===== src/rtl/nibble_serial_adder.sv =====
// nibble_serial_adder: adds two W-bit operands (W = 4*NIBBLES) one nibble per
// cycle through an external combinational 4-bit adder. The nibble operands go
// out on add_a/add_b/add_cin, and add_sum/add_carry come back. Between nibbles
// the carry is chained through a register. The block talks to its controller
// with a start/busy/done handshake.
//
// Optional build macro: NIBBLE_SERIAL_ADDER_OVF_EN
//   When defined, the block adds output ovf. It carries the two's-complement
//   signed overflow of the last addition and is held with result.

module nibble_serial_adder #(
  parameter int unsigned NIBBLES = 4,
  localparam int unsigned W      = 4 * NIBBLES,
  localparam int unsigned IDX_W  = (NIBBLES > 1) ? $clog2(NIBBLES) : 1
) (
  input  logic         clk,
  input  logic         rst,
  input  logic         start,
  input  logic [W-1:0] op_a,
  input  logic [W-1:0] op_b,
  input  logic         cin,
  output logic [3:0]   add_a,
  output logic [3:0]   add_b,
  output logic         add_cin,
  input  logic [3:0]   add_sum,
  input  logic         add_carry,
  output logic         busy,
  output logic         done,
  output logic [W-1:0] result,
  output logic         cout
`ifdef NIBBLE_SERIAL_ADDER_OVF_EN
  ,
  output logic         ovf
`endif
);

  localparam logic [1:0] ST_IDLE = 2'd0;
  localparam logic [1:0] ST_RUN  = 2'd1;
  localparam logic [1:0] ST_DONE = 2'd2;

  localparam logic [IDX_W-1:0] IDX_LAST = IDX_W'(NIBBLES - 1);

  logic [1:0]       state_q,  state_d;
  logic [IDX_W-1:0] idx_q,    idx_d;
  logic             carry_q,  carry_d;
  logic [W-1:0]     a_q,      a_d;
  logic [W-1:0]     b_q,      b_d;
  logic [W-1:0]     result_q, result_d;
  logic             cout_q,   cout_d;
  logic             busy_q,   busy_d;
  logic             done_q,   done_d;
`ifdef NIBBLE_SERIAL_ADDER_OVF_EN
  logic             ovf_q,    ovf_d;
`endif

  // Bit offset of the current nibble inside the operand and result registers.
  logic [IDX_W+1:0] bit_off;
  assign bit_off = {idx_q, 2'b00};

  // Next-state, datapath update and the combinational adder-facing outputs.
  always_comb begin
    state_d  = state_q;
    idx_d    = idx_q;
    carry_d  = carry_q;
    a_d      = a_q;
    b_d      = b_q;
    result_d = result_q;
    cout_d   = cout_q;
`ifdef NIBBLE_SERIAL_ADDER_OVF_EN
    ovf_d    = ovf_q;
`endif
    add_a    = 4'b0;
    add_b    = 4'b0;
    add_cin  = 1'b0;

    case (state_q)
      ST_IDLE: begin
        if (start) begin
          a_d      = op_a;
          b_d      = op_b;
          carry_d  = cin;
          idx_d    = '0;
          result_d = '0;
          cout_d   = 1'b0;
`ifdef NIBBLE_SERIAL_ADDER_OVF_EN
          ovf_d    = 1'b0;
`endif
          state_d  = ST_RUN;
        end
      end

      ST_RUN: begin
        add_a   = a_q[bit_off +: 4];
        add_b   = b_q[bit_off +: 4];
        add_cin = carry_q;
        result_d[bit_off +: 4] = add_sum;
        carry_d = add_carry;
        if (idx_q == IDX_LAST) begin
          cout_d  = add_carry;
`ifdef NIBBLE_SERIAL_ADDER_OVF_EN
          // Overflow: the operand signs agree, but the sign of the sum differs.
          ovf_d   = (a_q[W-1] == b_q[W-1]) && (add_sum[3] != a_q[W-1]);
`endif
          state_d = ST_DONE;
        end else begin
          idx_d = idx_q + IDX_W'(1);
        end
      end

      ST_DONE: begin
        state_d = ST_IDLE;
      end

      default: begin
        state_d = ST_IDLE;
      end
    endcase

    // busy and done are registered from the next state, so they line up with the state.
    busy_d = (state_d != ST_IDLE);
    done_d = (state_d == ST_DONE);
  end

  // State and datapath registers with asynchronous reset.
  always_ff @(posedge clk or posedge rst) begin
    if (rst) begin
      state_q  <= ST_IDLE;
      idx_q    <= '0;
      carry_q  <= 1'b0;
      a_q      <= '0;
      b_q      <= '0;
      result_q <= '0;
      cout_q   <= 1'b0;
      busy_q   <= 1'b0;
      done_q   <= 1'b0;
`ifdef NIBBLE_SERIAL_ADDER_OVF_EN
      ovf_q    <= 1'b0;
`endif
    end else begin
      state_q  <= state_d;
      idx_q    <= idx_d;
      carry_q  <= carry_d;
      a_q      <= a_d;
      b_q      <= b_d;
      result_q <= result_d;
      cout_q   <= cout_d;
      busy_q   <= busy_d;
      done_q   <= done_d;
`ifdef NIBBLE_SERIAL_ADDER_OVF_EN
      ovf_q    <= ovf_d;
`endif
    end
  end

  assign result = result_q;
  assign cout   = cout_q;
  assign busy   = busy_q;
  assign done   = done_q;
`ifdef NIBBLE_SERIAL_ADDER_OVF_EN
  assign ovf    = ovf_q;
`endif

endmodule


===== config.mk =====
export PLATFORM = sky130hd
export DESIGN_NAME = nibble_serial_adder
export DESIGN_NICKNAME = d
export VERILOG_FILES = /design/src/rtl/nibble_serial_adder.sv
export SDC_FILE = /design/constraint.sdc
export NUM_CORES = 1
export LEC_CHECK = 0
export BUFFER_PORTS_ARGS = -buffer_cell sky130_fd_sc_hd__buf_2
export CAP_MARGIN = 10
export CORE_MARGIN = 10
export CORE_UTILIZATION = 50
export CTS_CLUSTER_DIAMETER = 60
export DETAILED_ROUTE_END_ITERATION = 12
export PLACE_DENSITY = 0.77
export SLEW_MARGIN = 20
export SYNTH_ARGS = -nofsm -noshare
export SYNTH_HDL_FRONTEND = slang
export SYNTH_SLANG_ARGS = --single-unit

===== constraint.sdc =====
create_clock -name clk -period 2.23 [get_ports clk]
set_input_delay 0.1115 -clock clk [delete_from_list [all_inputs] [get_ports clk]]
set_output_delay 0.1115 -clock clk [all_outputs]
set_load 0.03 [all_outputs]

# == Word-level counts from Yosys, hierarchy flattened ==
# Index checks and enable logic that the tools add are counted.
# word_totals
ff_bits,56
latch_bits,0
ramBits,0
romBits,0
input_bits,41
output_inout_bits,28
elab_cells,45
mem_count,0
# op_classes
n_addsub,2
multipliers,0
div,0
magnitude_cmp,0
eq_ne,6
shifts,4
n_mux,17
n_bitwise,0
reduce_logical,7
# ops
operator,n
one-hot mux 16 bit (2 select lines),1
variable part select 16 x 5 -> 4 bit,2
bitwise mux 16 bit,1
two-way mux 16 bit,1
"variable shift 4 x 6 -> 16 bit, first input constant",1
variable part select 4 x 6 -> 16 bit,1
two-way mux 2 bit,4
two-way mux 4 bit,2
one-hot mux 2 bit (2 select lines),2
"inequality test 2 bit, second input constant",3
negator 4 -> 6 bit,1
AND reduction 3 bit,2
"equality test 2 bit, second input constant",2
two-way mux 1 bit,4
one-hot mux 1 bit (2 select lines),2
AND reduction 2 bit,2
nonzero test 2 bit,2
"adder 2 x 1 -> 2 bit, second input constant",1
"equality test 2 x 1 -> 1 bit, second input constant",1
logical NOT 2 bit,1

# == Logic depth before layout (Yosys ltp) ==
# Gate-level depths: netlist of the first run.
# logic_depth
depth_word,4
depth_mapped,6
mapped_depth_nobuf,5

# == Worst setup path after synthesis of the first run ==
# OpenSTA, ideal clock, no wires.
# synth_path
path_type,register to register
start,reg idx_q[1]
end,"reg result_q[10], in the netlist result[10]"
setup_time_ns,0.067
arrival_ns,1.748
required_ns,2.163
setup_slack_ns,0.415
stages_incl_launch_ff,7
n_path_buf,1
synth_period_minus_slack_ns,1.815
path_cell_list,dfrtp_1 > clkbuf_1 > inv_1 > ha_1 > nand2b_1 > nor4_2 > a22o_1
# synth_between
elab_chain_cells,4
word_cells_on_any_way,5
cone_classes,1 x add/sub; 2 x shift; 2 x mux
# synth_lines
element,line_no,text
"start, declared",44,"logic [IDX_W-1:0] idx_q, idx_d;"
"start signal, assigned",141,idx_q <= idx_d;
negator 4 -> 6 bit *,96,result_d[bit_off +: 4] = add_sum;
variable part select 4 x 6 -> 16 bit / variable shift 4 x 6 -> 16 bit (equally long branches),96,
bitwise mux 16 bit *,96,
one-hot mux 16 bit (2 select lines) *,76,case (state_q)
"end signal, assigned",145,result_q <= result_d;
"end, declared",48,"logic [W-1:0] result_q, result_d;"
# Every way passes the cells marked *; elsewhere a longest branch is shown, timed or not.
# A chain may end at the register's enable or synchronous reset.

# == Worst setup path after layout of the first run ==
# layout_path
start,reg idx_q[0]
end,out add_a[3]
# layout_between
elab_chain_cells,2
# layout_lines
element,line_no,text
variable part select 16 x 5 -> 4 bit,93,add_a = a_q[bit_off +: 4];
two-way mux 4 bit,76,
"end, declared",22,"output logic [3:0] add_a,"
# No other way between the ends.

==> impl_metrics.py, run 1 <==
metrics = {
    "floorplan": {
        "core_region_area_um2": 4817,
        "rows": 25,
        "pin_count": 69,
        "start_util_pct": 52.62,
        "die-area_um2": 8317,
        "fp.dieH_um": 91.20,
        "fp.dieW_um": 91.20,
    },
    "critical_path": {
        "setup.worst_path.class": "reg2out",
        "crit_fanout": 8,
        "path_buf_inv": 2,
        "cp-start-kind": "flop",
        "rr_startpoint": "idx_q[0]",
        "reg2reg_to": "result[8]",
        "endpoint_kind": "output port",
        "cpPeakStageDelay_ns": 0.55,
        "cp.arrival_ns": 1.79,
        "r2r_cells": 5,
        "crit_family": "multiplexers",
        "r2r_setup_slack_ns": 0.58,
        "worst_path_max_delay_cell": "mux4_1",
        "required_ns": 2.12,
        "cp_cell_sequence": "buf_4 -> mux4_1 -> nor2b_1 -> buf_2",
    },
    "timing": {
        "rsz0062_at_grt": "no",
        "hold_viol": 0,
        "worst_pin_slew_ns": 0.9359,
        "finalCriticalPeriod_ns": 1.904,
        "timing.final.crit_share_pct": 85.37,
        "tns_ns": 0,
        "fin_hold_ws_ns": 0.01371,
        "timing.fmax_mhz": 525.3,
        "fin_skew_ns": 0.003696,
        "slew_violations": 0,
        "setup_viol_count_final": 0,
        "relSlewSlack_pct": 37.51,
        "setup_ws_ns": 0.3262,
    },
    "grt": {
        "gr-total-overflow": 0,
        "grt_use_total_pct": 13.63,
        "first_global_vias": 1816,
        "antenna_found_initial": 0,
        "grt_pass1_wl_mm": 9.149,
        "grt_max_degree": 47,
    },
    "clocking": {
        "htree_levels": 2,
        "clock-sinks": 56,
        "cts_resized": 0,
        "path_clk_slew_ns": 0.08,
        "cts_setup_buffers": 0,
        "insertion_delay_ns": 0.30,
        "cts_max_path_buffers": 2,
        "numCtsBuffers": 5,
        "holdBufCountCts": 0,
        "root_buffer": "clkbuf_8",
        "cts_tree": "done",
    },
    "logic_synthesis": {
        "synth.yosys.seq_area_share_pct": 55.28,
        "yosys_warnings": 0,
        "synth_cells": 171,
        "synth_most_common_cell": "dfrtp_1",
        "synth_edf_count": 0,
        "syn_nets": 217,
        "synth_common_cells": "dfrtp_1 (56), mux2_2 (31), a22o_1 (16)",
        "yosysTopAreaCellShare_pct": 55.28,
        "synthFlopType": "dfrtp_1",
        "ys_seq_elements": 56,
        "yosysTopAreaCell": "dfrtp_1",
        "synthArstFlopShare_pct": 100.0,
        "yosysUniqueCellTypes": 29,
        "syn_avg_cell_area_um2": 14.82,
        "netlist_area_um2": 2535,
        "netlist_top_cells_area": "dfrtp_1 (55%), mux2_2 (14%), a22o_1 (5.5%), mux4_2 (5.3%), ha_1 (2.5%)",
    },
    "detailed_routing": {
        "drt_first_pass_iters": 4,
        "drtIter0Drc": 81,
        "ant_nets": 0,
        "avgViaCountPerCell": 5.198,
        "num_vias": 1627,
        "drc_errors": 0,
        "routedWlPerCell_um": 17.26,
        "finalWirelength_mm": 5.403,
    },
    "run_status": {
        "outcome": "completed",
    },
    "place": {
        "place_ws_ns": 0.6004,
        "dp_hpwl_mm": 4.170,
        "io_buffer_count": 68,
        "gp_congestion": 0.7844,
    },
    "final_layout": {
        "nFillCells": 420,
        "area_growth_pct": 19.64,
        "diodes": 0,
        "fin_nets": 291,
        "drive_above_1_share_pct": 51.22,
    },
    "power": {
        "vdd_drop_max_mv": 0.7687,
        "leakage_nw": 1.487,
        "power.density_nw_per_um2": 1478,
        "p_total_mw": 4.483,
    },
    "hold_path": {
        "worstHoldPathType": "in2async",
    },
    "flow_run": {
        "drv_cap": 0,
    },
}
[power by group]
| part | total, mW | internal [mW] | switching (mW) |
|---|---|---|---|
| sequential | 1.69 | 1.45 | 0.245 |
| combinational | 2.24 | 1.02 | 1.22 |
| clock | 0.547 | 0.254 | 0.293 |
| total | 4.48 | 2.72 | 1.76 |
[kinds of logic after synthesis]
logic type | after synthesis | synth area share, %
flops | 56 | 55.28
compound gates | 24 | 7.650
mux | 41 | 22.06
fa+ha+maj | 5 | 2.468
buf+inv | 14 | 3.603
simple gates | 31 | 8.934
[sequential cells by signal, summed over array words and instances (netlist names)]
| name | count |
|---|---|
| a_q | 16 |
| b_q | 16 |
| busy | 1 |
| carry_q | 1 |
| cout | 1 |
| done | 1 |
| idx_q | 2 |
| result | 16 |
| state_q | 2 |
[area by class of cell]
class / instances / area, um^2 / area share, %
repair buffers: 75 / 392.9 / 12.95
clock buffers: 8 / 90.09 / 2.970
inverters: 6 / 22.52 / 0.7426
flip-flops and latches: 56 / 1401 / 46.20
multi-input cells: 101 / 1042 / 34.36
well taps: 67 / 83.83 / 2.764
[through the flow]
stage	instances	utilization [%]	instance area, um^2
2_1_floorplan	171	-	2535
3_3_place_gp	305	61.09	2943
3_5_place_dp	305	61.09	2943
4_1_cts	313	62.96	3033
5_1_grt	313	62.96	3033
6_report	313	62.96	3033
[cell usage in the layout, fill, tap and decap left out, types with 2 or more instances in the layout]
master | netlist | layout
a21o_1 | 5 | 5
a22o_1 | 16 | 16
buf_2 | 1 | 68
buf_4 | 0 | 7
clkbuf_1 | 2 | 2
clkbuf_8 | 0 | 6
dfrtp_1 | 56 | 56
ha_1 | 5 | 5
inv_1 | 5 | 4
inv_2 | 1 | 2
mux2_1 | 2 | 2
mux2_2 | 31 | 31
mux4_1 | 2 | 2
mux4_2 | 6 | 6
nand2_1 | 5 | 5
nand2b_1 | 3 | 3
nor2_1 | 6 | 6
nor2b_1 | 8 | 8
[worst max-delay path by stage]
| stage | depth (start not counted) | end | start |
|---|---|---|---|
| 4_1_cts | 4 | add_a[3] | idx_q[0] |
| 6_report | 4 | add_a[3] | idx_q[0] |
| 3_3_place_gp | 3 | b_q[7] | state_q[0] |
| 2_1_floorplan | 6 | result[10] | idx_q[1] |
| 5_1_grt | 4 | add_b[2] | state_q[1] |
| 3_5_place_dp | 5 | result[8] | idx_q[0] |
[metal layers]
metal  routed length, um  share of wire [%]  global-route usage [%]
met5                   0                  0                       0
met4                  71                1.3                   3.655
met3                 362                6.7                   5.185
met2                2778                 51                   24.05
met1                2190                 41                   15.00
[worst reg2reg max path, cell delays in order (launching register included)]
cell and delay (ns):
dfrtp_1 0.38, inv_2 0.08, ha_1 0.38, nand2b_1 0.14, nor4_2 0.41, a22o_1 0.20
No activity file was read; power rests on OpenSTA's default activity.
==> run 2, diff against run 1 <==
--- a/config.mk
+++ b/config.mk
@@ -12,6 +12,7 @@
 export CTS_CLUSTER_DIAMETER = 60
 export DETAILED_ROUTE_END_ITERATION = 12
 export PLACE_DENSITY = 0.77
+export SETUP_SLACK_MARGIN = 0.5
 export SLEW_MARGIN = 20
 export SYNTH_ARGS = -nofsm -noshare
 export SYNTH_HDL_FRONTEND = slang
==> impl_metrics.py, run 2 (synthesis gave the netlist of run 1 again) <==
metrics = {
    "run_status": {
        "outcome": "complete, but fails checks",
        "violations": "hold timing",
    },
    "critical_path": {
        "cp.arrival_ns": 1.68,
        "rr_startpoint": "idx_q[0]",
        "endpoint_kind": "output port",
        "required_ns": 2.12,
        "reg2reg_to": "result[1]",
        "setup.worst_path.class": "reg2out",
        "cp_cell_sequence": "buf_8 -> mux4_2 -> nor2b_4 -> buf_6",
        "r2r_setup_slack_ns": 0.57,
        "crit_start": "idx_q[0]",
        "worst_path_max_delay_cell": "mux4_2",
        "cp-start-kind": "flop",
        "crit_end": "add_b[0]",
        "cpPeakStageDelay_ns": 0.51,
        "crit_fanout": 6,
        "r2r_cells": 5,
    },
    "floorplan": {
        "start_util_pct": 52.62,
        "fp.dieW_um": 91.20,
        "die-area_um2": 8317,
        "pin_count": 69,
        "core_region_area_um2": 4817,
        "fp.dieH_um": 91.20,
        "rows": 25,
    },
    "timing": {
        "fin_skew_ns": 0.006437,
        "slew_violations": 0,
        "relSlewSlack_pct": 55.42,
        "timing.final.crit_share_pct": 80.40,
        "fin_hold_ws_ns": -0.01939,
        "worst_pin_slew_ns": 0.6688,
        "setup_viol_count_final": 0,
        "rsz0062_at_grt": "yes",
        "hold_viol": 56,
        "timing.fmax_mhz": 557.8,
        "tns_ns": 0,
        "finalCriticalPeriod_ns": 1.793,
    },
    "clocking": {
        "clock-sinks": 56,
        "root_buffer": "clkbuf_8",
        "cts_tree": "done",
        "cts_max_path_buffers": 2,
        "insertion_delay_ns": 0.31,
        "numCtsBuffers": 5,
        "htree_levels": 2,
        "holdBufCountCts": 0,
        "path_clk_slew_ns": 0.09,
    },
    "grt": {
        "gr-total-overflow": 0,
        "grt_pass1_wl_mm": 9.177,
        "first_global_vias": 1848,
        "antenna_found_initial": 0,
        "grt_use_total_pct": 13.30,
        "grt_max_degree": 57,
    },
    "final_layout": {
        "layout.cells.non_filler": 319,
        "multi_input_area_um2": 1124,
        "seq_area_um2": 1405,
        "area_growth_pct": 27.20,
        "drive_above_1_share_pct": 58.33,
        "mostFrequentLayoutCell": "buf_2",
        "final_core_utilization_pct": 66.94,
        "fin_nets": 297,
        "nFillCells": 382,
        "layout_common_cells": "buf_2 (60), dfrtp_1 (53), mux2_2 (31), a22o_1 (16), buf_4 (11)",
        "diodes": 0,
    },
    "power": {
        "vdd_drop_max_mv": 0.8303,
        "p_total_mw": 5.054,
        "leakage_nw": 1.560,
        "power.density_nw_per_um2": 1567,
    },
    "detailed_routing": {
        "avgViaCountPerCell": 5.160,
        "drt_first_pass_iters": 4,
        "drtIter0Drc": 64,
        "ant_nets": 0,
        "drc_errors": 0,
        "routedWlPerCell_um": 16.90,
        "num_vias": 1646,
        "finalWirelength_mm": 5.392,
    },
    "place": {
        "placed_cells": 305,
        "io_buffer_count": 68,
        "dp_hpwl_mm": 3.916,
        "gp_congestion": 0.7571,
    },
    "hold_path": {
        "worstHoldPathType": "in2async",
    },
    "flow_run": {
        "drv_cap": 0,
    },
}
run 2: how the worst min path moves through the flow:
| stage | startpoint | endpoint | slack (ns) |
|---|---|---|---|
| floorplan | add_sum[2] | result[10] | 0.24 |
| CTS | rst | a_q[10] | 0.0002 |
| global placement | rst | a_q[15] | 0.34 |
| global route | op_b[4] | b_q[4] | 0.03 |
| finish | rst | a_q[0] | -0.02 |
| detailed placement | rst | a_q[0] | 0.34 |
run 2: cell type report:
cell class / count / area share [%]
Inverter: 6 / 0.6985
Timing Repair Buffer: 81 / 15.48
Sequential cell: 56 / 43.58
Tap cell: 67 / 2.600
Clock buffer: 8 / 2.794
Multi-Input combinational cell: 101 / 34.85
run 2: repair_timing:
item | 4_1_cts | 5_1_grt
pin swaps | 1 | 1
setup endpoints to repair | 21 | 13
buffers inserted | 2 | 4
resized for setup | 24 | 16
endpoints found under the hold margin | 0 | 0
run 2: worst max-delay path, delay by kind of cell, from the launching register on:
kind / cells / cell delay, ns
multiplexers: 1 / 0.51
flip-flops: 1 / 0.44
AND/OR/NAND/NOR: 1 / 0.15
buffers and inverters: 2 / 0.28
run 2: where the power goes:
part / internal [mW] / switching [mW]
Clock: 0.254 / 0.300
Combinational: 1.43 / 1.36
Sequential: 1.45 / 0.264
run 2: layer usage:
layer / global-route usage [%] / wire [um] / vias to the layer above
met1: 15.59 / 2190 / 808
met5: 0 / 0 / -
li1: - / - / 781
met4: 4.308 / 91 / 0
met3: 4.362 / 358 / 10
met2: 22.49 / 2752 / 47
run 2: through the flow:
stage / setup slack, ns / cell area, um^2
after global placement: 0.4887 / 2952
after global routing: 0.3623 / 3224
final: 0.4371 / 3224
after floorplan: 0.5216 / 2545
after CTS: 0.3808 / 3124
after detailed placement: 0.4284 / 2952
